File: config.mk
export PLATFORM = sky130hd
export DESIGN_NAME = oam_dma_flat
export DESIGN_NICKNAME = d
export VERILOG_FILES = /design/src/rtl/oam_dma_if.sv /design/src/rtl/oam_dma.sv /design/src/flat_wrapper.sv
export SDC_FILE = /design/constraint.sdc
export NUM_CORES = 1
export LEC_CHECK = 0
export ABC_AREA = 1
export CELL_PAD_IN_SITES_DETAIL_PLACEMENT = 1
export CELL_PAD_IN_SITES_GLOBAL_PLACEMENT = 1
export CORE_MARGIN = 3
export CORE_UTILIZATION = 28
export CTS_CLUSTER_SIZE = 24
export DETAILED_ROUTE_END_ITERATION = 8
export PLACE_DENSITY_LB_ADDON = 0.3
export SETUP_SLACK_MARGIN = 0.5
export SYNTH_ARGS = -nofsm -noshare
export SYNTH_HDL_FRONTEND = slang
export SYNTH_SLANG_ARGS = --single-unit
File: constraint.sdc
create_clock -name phi0 -period 2.85 [get_ports phi0]
set_clock_uncertainty 0.05 [all_clocks]
set_input_delay 0.7125 -clock phi0 [delete_from_list [all_inputs] [get_ports phi0]]
set_output_delay 0.7125 -clock phi0 [all_outputs]
set_load 0.01 [all_outputs]
File: src/rtl/oam_dma_if.sv
// ============================================================================
//  Module      : oam_dma_if
//  Description : Bus bundle for the OAM sprite DMA engine. It groups the CPU
//                snoop and halt lines with the DMA-owned bus signals.
//                The master modport is the DMA engine. The slave modport is
//                the surrounding system (CPU plus memory).
//  Revision    : 1.0 - initial release
// ============================================================================
`default_nettype none

interface oam_dma_if;
  // CPU side: the engine watches these lines for the trigger write.
  logic [15:0] cpu_addr;
  logic [7:0]  cpu_data;
  logic        cpu_rw_n;

  // Status lines going back to the CPU.
  logic        rdy;
  logic        busy;

  // DMA-owned bus cycle.
  logic        dma_bus_en;
  logic [15:0] dma_addr;
  logic        dma_rw_n;
  logic [7:0]  dma_wdata;
  logic [7:0]  dma_rdata;

  modport master (
    input  cpu_addr,
    input  cpu_data,
    input  cpu_rw_n,
    input  dma_rdata,
    output rdy,
    output busy,
    output dma_bus_en,
    output dma_addr,
    output dma_rw_n,
    output dma_wdata
  );

  modport slave (
    output cpu_addr,
    output cpu_data,
    output cpu_rw_n,
    output dma_rdata,
    input  rdy,
    input  busy,
    input  dma_bus_en,
    input  dma_addr,
    input  dma_rw_n,
    input  dma_wdata
  );
endinterface

`default_nettype wire

File: src/rtl/oam_dma.sv
// ============================================================================
//  Module      : oam_dma
//  Description : OAM sprite DMA engine. A CPU write to TRIGGER_ADDR halts
//                the CPU. The engine then copies the 256 bytes of page
//                {data,00..FF} to OAM_DATA_ADDR, one read/write pair per
//                byte.
//                Optional feature macro: OAM_DMA_ALIGN_EN. When it is
//                defined, the engine inserts one idle ALIGN cycle after
//                HALT when the free-running parity bit is odd.
//  Revision    : 1.0 - initial release
// ============================================================================
`default_nettype none

module oam_dma #(
  parameter logic [15:0] TRIGGER_ADDR  = 16'h4014,
  parameter logic [15:0] OAM_DATA_ADDR = 16'h2004
) (
  input  wire logic  phi0,
  input  wire logic  reset,
  oam_dma_if.master  bus
);

  // State encoding. ALIGN exists only when the alignment feature is built in.
  typedef enum logic [2:0] {
    IDLE  = 3'd0,
    HALT  = 3'd1,
    READ  = 3'd2,
    WRITE = 3'd3
`ifdef OAM_DMA_ALIGN_EN
    ,
    ALIGN = 3'd4
`endif
  } state_t;

  state_t      state;
  state_t      next_state;
  logic [7:0]  page;
  logic [7:0]  index;
  logic [7:0]  data;
  logic        trigger;

`ifdef OAM_DMA_ALIGN_EN
  logic        parity;
`endif

  // A trigger is a CPU write to the trigger address. Being in IDLE is the
  // same condition as rdy being high, so a write while busy is ignored.
  assign trigger = (state == IDLE) &&
                   (bus.cpu_addr == TRIGGER_ADDR) &&
                   !bus.cpu_rw_n;

  // State register. Reset wins over a trigger on the same edge.
  always_ff @(posedge phi0) begin
    if (reset) begin
      state <= IDLE;
    end else begin
      state <= next_state;
    end
  end

  // Transfer datapath: page/index latch, read-data capture, index advance.
  always_ff @(posedge phi0) begin
    if (reset) begin
      page  <= 8'h00;
      index <= 8'h00;
      data  <= 8'h00;
    end else begin
      if (trigger) begin
        page  <= bus.cpu_data;
        index <= 8'h00;
      end
      if (state == READ) begin
        data <= bus.dma_rdata;
      end
      if (state == WRITE) begin
        // 8-bit wrap keeps the transfer inside the page; no carry into page.
        index <= index + 8'd1;
      end
    end
  end

`ifdef OAM_DMA_ALIGN_EN
  // Free-running parity bit. It toggles every edge regardless of state.
  always_ff @(posedge phi0) begin
    if (reset) begin
      parity <= 1'b0;
    end else begin
      parity <= ~parity;
    end
  end
`endif

  // Next-state decode and per-state bus drive. Idle bus drives are the defaults.
  always_comb begin
    next_state     = state;
    bus.dma_bus_en = 1'b0;
    bus.dma_addr   = 16'h0000;
    bus.dma_rw_n   = 1'b1;

    case (state)
      IDLE: begin
        if (trigger) begin
          next_state = HALT;
        end
      end

      HALT: begin
`ifdef OAM_DMA_ALIGN_EN
        next_state = parity ? ALIGN : READ;
`else
        next_state = READ;
`endif
      end

`ifdef OAM_DMA_ALIGN_EN
      ALIGN: begin
        next_state = READ;
      end
`endif

      READ: begin
        bus.dma_bus_en = 1'b1;
        bus.dma_addr   = {page, index};
        next_state     = WRITE;
      end

      WRITE: begin
        bus.dma_bus_en = 1'b1;
        bus.dma_addr   = OAM_DATA_ADDR;
        bus.dma_rw_n   = 1'b0;
        next_state     = (index == 8'hFF) ? IDLE : READ;
      end

      default: begin
        next_state = IDLE;
      end
    endcase
  end

  // Status lines follow the state. Write data comes straight from the
  // captured byte, so it keeps its last value between transfers.
  always_comb begin
    bus.rdy       = (state == IDLE);
    bus.busy      = (state != IDLE);
    bus.dma_wdata = data;
  end

endmodule

`default_nettype wire
File: src/flat_wrapper.sv
// flat-port wrapper written by rule: the top's interface ports become plain ports
module oam_dma_flat 
#(
  parameter logic [15:0] TRIGGER_ADDR  = 16'h4014,
  parameter logic [15:0] OAM_DATA_ADDR = 16'h2004
)
  (phi0, reset, bus_cpu_addr, bus_cpu_data, bus_cpu_rw_n, bus_dma_rdata, bus_rdy, bus_busy, bus_dma_bus_en, bus_dma_addr, bus_dma_rw_n, bus_dma_wdata);
  oam_dma_if bus_i ();
  input  wire logic phi0;
  input  wire logic reset;
  input wire logic [$bits(bus_i.cpu_addr)-1:0] bus_cpu_addr;
  input wire logic [$bits(bus_i.cpu_data)-1:0] bus_cpu_data;
  input wire logic [$bits(bus_i.cpu_rw_n)-1:0] bus_cpu_rw_n;
  input wire logic [$bits(bus_i.dma_rdata)-1:0] bus_dma_rdata;
  output wire logic [$bits(bus_i.rdy)-1:0] bus_rdy;
  output wire logic [$bits(bus_i.busy)-1:0] bus_busy;
  output wire logic [$bits(bus_i.dma_bus_en)-1:0] bus_dma_bus_en;
  output wire logic [$bits(bus_i.dma_addr)-1:0] bus_dma_addr;
  output wire logic [$bits(bus_i.dma_rw_n)-1:0] bus_dma_rw_n;
  output wire logic [$bits(bus_i.dma_wdata)-1:0] bus_dma_wdata;
  assign bus_i.cpu_addr = bus_cpu_addr;
  assign bus_i.cpu_data = bus_cpu_data;
  assign bus_i.cpu_rw_n = bus_cpu_rw_n;
  assign bus_i.dma_rdata = bus_dma_rdata;
  assign bus_rdy = bus_i.rdy;
  assign bus_busy = bus_i.busy;
  assign bus_dma_bus_en = bus_i.dma_bus_en;
  assign bus_dma_addr = bus_i.dma_addr;
  assign bus_dma_rw_n = bus_i.dma_rw_n;
  assign bus_dma_wdata = bus_i.dma_wdata;
  oam_dma #(.TRIGGER_ADDR(TRIGGER_ADDR), .OAM_DATA_ADDR(OAM_DATA_ADDR)) u_core (.phi0(phi0), .reset(reset), .bus(bus_i));
endmodule
After elaboration in Yosys (flattened, before gate mapping)
Index checks and enable logic that the tools add are counted.

cells by class
  add/sub/neg operators = 1
  eq/ne operators = 6
  muxes and demuxes = 8
  reduce and logical (&&, ||, !) cells = 7

operators with widths
  kind                                                   number
  case mux 16 bit (2 select lines)                       1
  equality test 16 x 15 -> 1 bit, second input constant  1
  two-way mux 8 bit                                      2
  case mux 3 bit (4 select lines)                        1
  adder 8 x 1 -> 8 bit, second input constant            1
  equality test 8 bit, second input constant             1
  equality test 3 x 2 -> 1 bit, second input constant    2
  equality test 3 x 1 -> 1 bit, second input constant    1
  logical NOT 3 bit                                      1
  two-way mux 3 bit                                      1
  nonzero test 3 bit                                     1
  logical AND 1 bit                                      2
  two-way mux 1 bit                                      2
  two-way mux 2 bit                                      1
  inequality test 2 x 1 -> 1 bit, second input constant  1
  nonzero test 2 bit                                     1
  OR reduction 2 bit                                     1
  logical NOT 1 bit                                      1

storage, ports and cells
  register bits after elaboration = 27
  input port bits = 35
  output and inout bits = 28
  logic and storage cells = 26

Logic depth before layout (Yosys ltp)
  depth in word-level cells = 5
  gate-level depth with buffers = 9
  depth with buffers taken out = 8

Worst setup path before layout
No wires, ideal clock.

  path kind = register to output
  start = reg u_core.state[1]
  end = out bus_dma_addr[0]
  arrival time = 1.105 ns
  path slack = 0.982 ns
  stages on the path, launching flop included = 6
  path buffers = 1
  cell sequence = dfxtp_1 > inv_1 > nor2_2 > inv_2 > buf_2 > nor2_1

between the ends
  longest elaborated chain between the ends = 2
  elaborated cells between the ends (all ways) = 3

RTL lines
  item                                line                text
  start, declared                     oam_dma.sv:35       state_t state;
  start signal, assigned              oam_dma.sv:57       state <= next_state;
  equality test 3 x 2 -> 1 bit        oam_dma.sv:100      case (state)
  case mux 16 bit (2 select lines) *  oam_dma.sv:100
  end, declared                       flat_wrapper.sv:18  output wire logic [$bits(bus_i.dma_addr)-1:0] bus_dma_addr;

Every way passes the cells marked *; elsewhere a longest branch is shown, timed or not.

Worst setup path in the final report
  start = reg u_core.state[0]
  end = out bus_dma_addr[13]

The elaborated chain is that of the path after synthesis.

==> qor.yml <==
route:
  drt-total-wl_mm: 3.83
  vias: 1395
  drt-wirelength-per-cell_um: 12.2
  ant_nets: 0
  drtIter0Drc: 63
  drc: 0
  via_per_inst: 4.44
  drtPass1Iterations: 4
global_routing:
  gr-total-overflow: 0
  grt_max_degree: 23
  grt_pass1_wl_mm: 6.33
  antenna_found_initial: 0
  grt_pass1_vias: 1379
  grt_usage_pct: 14.8
timing:
  hold_viol: 0
  hold_slack_ns: 0.437
  tightest_slew_ns: 0.304
  setup_ws_ns: 0.571
  post-route-min-period_ns: 2.28
  rsz0062_at_grt: "yes"
  finalCritPeriodShare_pct: 80.0
  fmaxAchievable_mhz: 439
  slew_headroom_pct: 79.7
  setup_viol: 0
  slew_violations: 0
  tns_ns: 0
floorplanning:
  num_rows: 24
  pin_count: 63
  die_x_um: 73.9
  coreArea_mm2: 0.00441
  die_area_mm2: 0.00546
  initial_utilization_pct: 29.2
  dieHeight_um: 73.9
placed_design:
  hpwl_mm: 2.95
  gp_congestion: 0.765
  place_inst: 308
  dpl_worst_slack_ns: 0.422
  io_buffer_count: 62
final_layout:
  diodes: 0
  final_cells: 314
  nets: 299
  area_growth_pct: 56.4
  final_common_cell: "nor2_1"
  final_cell_mix: "nor2_1 (57), clkdlybuf4s50_1 (48), nand2_1 (32), dfxtp_1 (25), inv_1 (24)"
  drive_gt1_share_pct: 6.87
  nFillCells: 561
power_and_ir_drop:
  seqPwrFrac_pct: 53.9
  p_sw_mw: 0.141
  clock_power_share_pct: 36.6
  power_density_mw_per_mm2: 334
  power_frac_comb_pct: 9.5
  p_leak_nw: 0.881
  power_mw: 0.673
  ir_drop_mv: 0.144
  swShare_pct: 21.0
  intPower_mw: 0.532
yosys:
  ys.warnings.count: 0
  ys_seq_area_share_pct: 40.3
  syn_nets: 234
  ys_seq_elements: 26
  synth_area_mm2: 0.00129
  synth_cells: 198
  avgSynthCellArea_um2: 6.52
  synthDistinctLibCells: 23
clock_network:
  hold_buffers: 0
  cts.path.max_buffers: 2
  numCtsBuffers: 3
  root_buffer: "clkbuf_8"
  cts_num_sinks: 26
  cts_tree: "built"
  clkLatencyLatePin_ns: 0.27
  clk_pin_slew_ns: 0.09
  htreeDepth: 1
critical_path:
  crit_chain: "inv_1 > a21oi_1 > clkdlybuf4s50_1"
  worstPathArrival_ns: 1.52
  slowest_delay_ns: 0.57
  cp_slowest_cell: "clkdlybuf4s50_1"
  critPathLaunchType: "flip-flop"
  crit_buf_inv: 2
  required_ns: 2.09
  critPathKind: "flip-flop to output pin"
  crit_path_end_kind: "output pin"
  crit_family: "buffers and inverters"
  cp_max_fo: 4
hold_path:
  hold_class: "flip-flop to flip-flop"
status:
  outcome: "complete, no violations"
job:
  drv_cap: 0
metrics by stage:
stage / cell area [µm²] / util (%)
after floorplan: 1290 / -
after global placement: 1950 / 44.2
after detailed placement: 1950 / 44.2
after CTS: 2020 / 45.7
after global routing: 2020 / 45.7
final: 2020 / 45.7
worst reg2reg max path, cell delays in order, from the launching register on:
cell      delay (ns)
dfxtp_1         0.41
ha_1            0.21
nand4_1         0.16
or2_2           0.33
o211ai_1        0.20
inv_1           0.06
what timing repair did:
action	4_1_cts	5_1_grt
setup endpoints to repair	14	2
gates resized for setup	17	1
hold endpoints to repair	0	0
setup buffers	2	0
pin swaps	1	0
logic make-up after synthesis:
kind of cell / share of synthesized area (%)
and+or+nand+nor: 37.5
AOI/OAI and AO/OA: 10.7
DFF: 40.3
buffers and inverters: 10.5
adders and majority gates: 0.970
flip-flops by register name, summed over array words and instances (netlist names):
name and cells:
u_core.page 8, u_core.state 2, u_core.bus.dma_wdata 8, u_core.index 8
final timing paths:
| path | start | endpoint | slack, ns | cells past startpoint |
|---|---|---|---|---|
| max | u_core.state[0]$_SDFFE_PP0P_ | bus_dma_addr[13] | 0.57 | 3 |
| min | u_core.index[5]$_SDFFE_PP0P_ | u_core.index[5]$_SDFFE_PP0P_ | 0.44 | 2 |
| max reg2reg | u_core.index[0]$_SDFFE_PP0P_ | u_core.state[1]$_SDFFE_PP0P_ | 1.32 | 5 |
| min reg2reg | u_core.index[5]$_SDFFE_PP0P_ | u_core.index[5]$_SDFFE_PP0P_ | 0.44 | 2 |
layout make-up:
class	count	area, µm²	share of cell area [%]
tap	52	65.1	3.23
clock buffer	4	55.1	2.73
inverter	26	103	5.09
timing repair buffer	66	633	31.4
sequential	26	522	25.9
multi-input combinational	140	639	31.7
synthesized netlist by cell type:
| cell | count | area, µm² |
|---|---|---|
| nor2_2 | 1 | 6.26 |
| buf_6 | 1 | 11.3 |
| inv_1 | 24 | 90.1 |
| clkinv_1 | 1 | 3.75 |
| nand2_1 | 32 | 120 |
| inv_2 | 1 | 3.75 |
| buf_2 | 3 | 15.0 |
| and2_1 | 1 | 6.26 |
| buf_1 | 1 | 3.75 |
| nor2_4 | 2 | 22.5 |
| buf_4 | 1 | 7.51 |
| nand4_1 | 2 | 12.5 |
| nor2_1 | 57 | 214 |
| dfxtp_1 | 26 | 521 |
| ha_1 | 1 | 12.5 |
| o21ai_0 | 16 | 80.1 |
| a21oi_1 | 10 | 50.1 |
| nand3_1 | 10 | 50.1 |
| o211ai_1 | 1 | 7.51 |
| or2_2 | 1 | 6.26 |
| nand2_2 | 3 | 18.8 |
| nand3_4 | 1 | 17.5 |
| nor3_1 | 2 | 10.0 |
power groups by stage:
stage,sequential (mW),combinational [mW],clock [mW]
3_3_place_gp,0.371,0.0633,0
3_5_place_dp,0.371,0.0645,0
6_report,0.363,0.0640,0.247
5_1_grt,0.363,0.0691,0.267
2_1_floorplan,0.371,0.0126,0
4_1_cts,0.363,0.0646,0.250
routing by layer:
metal,GRT usage (%),part of all wire (%)
met5,0,0
met4,3.02,0.86
met3,3.15,5.3
met2,23.7,45
met1,20.3,49
Power figures use the tool's default switching activity.
==> RTL edit: new RTL, same settings <==
The 4 states of `state_t` get a one-hot encoding in 4 bits.
--- a/src/rtl/oam_dma.sv
+++ b/src/rtl/oam_dma.sv
@@ -23,7 +23,7 @@
   // State encoding. ALIGN exists only when the alignment feature is built in.
-  typedef enum logic [2:0] {
-    IDLE  = 3'd0,
-    HALT  = 3'd1,
-    READ  = 3'd2,
-    WRITE = 3'd3
+  typedef enum logic [3:0] {
+    IDLE  = 4'b0001,
+    HALT  = 4'b0010,
+    READ  = 4'b0100,
+    WRITE = 4'b1000
 `ifdef OAM_DMA_ALIGN_EN
Check against the original RTL: no difference found for any inputs over 10 cycles, from zero or initial values and one cycle with reset high; not proved beyond that.
==> RTL edit against the original RTL <==
Routed wire length is 9.7% higher; area after synthesis is 6.5% higher; cell area grew 6.5%; global-route usage about the same; worst setup slack improved by 0.047 ns; sequential cell count grew 2; total power up 15%; non-clock buffer count grew 3.
==> RTL edit: results (changes against the original RTL) <==
metric	value	unit	change
clk_pin_slew_worst_paths	0.11	ns	was 0.09 ns
syn_to_final_growth	56.38	%	was 56.35%
grt_max_degree	25		was 23
clock_path_buffers	2		unchanged
critPathMaxStageDelay	0.37	ns	was 0.57 ns
drive_gt1_share	7.609	%	was 6.870%
ys_types	19		was 23
peakVddDrop	0.2009	mV	was 0.1444 mV
clkCellAreaFrac	3.320	%	was 2.730%
yosysSeqAreaShare	40.80	%	was 40.35%
grt_pass1_wl	7.162	mm	was 6.334 mm
buf_share	30.52	%	was 31.39%
ys_warn_count	0		unchanged
nNonClkInverters	27		was 26
yosys-top-cells-count	60 x nor2_1, 34 x nand2_1, 28 x dfxtp_1		was 57 x nor2_1, 32 x nand2_1, 26 x dfxtp_1
avgSynthCellArea	6.511	µm²	was 6.515 µm²
dp_hpwl	3.078	mm	was 2.953 mm
grt_pass1_vias	1561		was 1379
holdWs	0.4453	ns	was 0.4365 ns
syn-instance-count	211		was 198
status	finished, final reports clean		unchanged
hp-start	u_core.bus.dma_wdata[1]$_SDFFE_PP0N_		was u_core.index[5]$_SDFFE_PP0P_
post_drt_wl_per_cell	12.33	µm	was 12.20 µm
place.gp.congestion	0.7504		was 0.7648
synth_nets	247		was 234
synth_xor_area_share	0	%	unchanged
critPathSlowestCell	dfxtp_1		was clkdlybuf4s50_1
fin_ws	0.6180	ns	was 0.5711 ns
crit_arrival	1.47	ns	was 1.52 ns
synth.most_common_cell	nor2_1		unchanged
ant_nets	0		unchanged
via_per_inst	4.457		was 4.443
clkSinkCount	28		was 26
placed_area	0.002064	mm²	was 0.001953 mm²
multiInputGateArea	678.2	µm²	was 639.4 µm²
synth_fa_ha_area_share	0.9107	%	was 0.9699%
crit_fanout	12		was 4
synthArstFlopShare	0	%	unchanged
yosys-top-cells-area	dfxtp_1 41%, nor2_1 16%, nand2_1 9.3%, inv_1 7.4%, o21ai_0 6.9%		was dfxtp_1 40%, nor2_1 17%, nand2_1 9.3%, inv_1 7.0%, o21ai_0 6.2%
drt_iter0_drc	64		was 63
hold-path-endpoint	u_core.bus.dma_wdata[1]$_SDFFE_PP0N_		was u_core.index[5]$_SDFFE_PP0P_
p_leak	0.9423	nW	was 0.8810 nW
comb.multi_input.count	148		was 140
reg2reg_depth	7		was 5
slew_headroom	75.20	%	was 79.66%
crit_start	u_core.state[1]$_SDFFE_PP0P_		was u_core.state[0]$_SDFFE_PP0P_
r2r_setup_slack	1.30	ns	was 1.32 ns
endpoint	bus_dma_addr[5]		was bus_dma_addr[13]
dp_cells	335		was 308
grt_usage	14.78	%	was 14.77%
dpl_worst_slack	0.3905	ns	was 0.4216 ns
nFillCells	596		was 561
seqAreaFraction	26.09	%	was 25.87%
final_nets	313		was 299
clkbuf_count	3		was 4
drt-total-wl	4.205	mm	was 3.832 mm
n_all_buffers	69		was 66
-- RTL edit: cell types whose count changed after synthesis, moves of 2 or more --
cell / before / now
nor2_2: 1 / 3
nand2_1: 32 / 34
inv_1: 24 / 27
nor2_1: 57 / 60
nand3_1: 10 / 13
nor3_1: 2 / 0
clkbuf_1: 0 / 2
dfxtp_1: 26 / 28
nand2_2: 3 / 1
o21ai_0: 16 / 19
-- RTL edit: timing repair --
item,4_1_cts,5_1_grt
setup buffers,2,0
gates cloned,0,0
resized for setup,23,3
setup endpoints to repair,19,8
pin swaps,1,0
-- RTL edit: where the power goes --
group | leakage [nW] | switching (W) | internal [W]
registers | 0.225 | 0.000000000890 | 0.000391
logic | 0.681 | 0.0000174 | 0.0000458
clock network | 0.0357 | 0.000132 | 0.000188
total | 0.942 | 0.000149 | 0.000625
-- RTL edit: routing by layer --
metal	up-vias	global-route usage, %	share of wire (%)
met3	2	4.374	5.6
met1	702	17.37	44
met4	0	2.717	0.57
met2	33	26.77	50
met5	-	0	0
li1	783	-	-
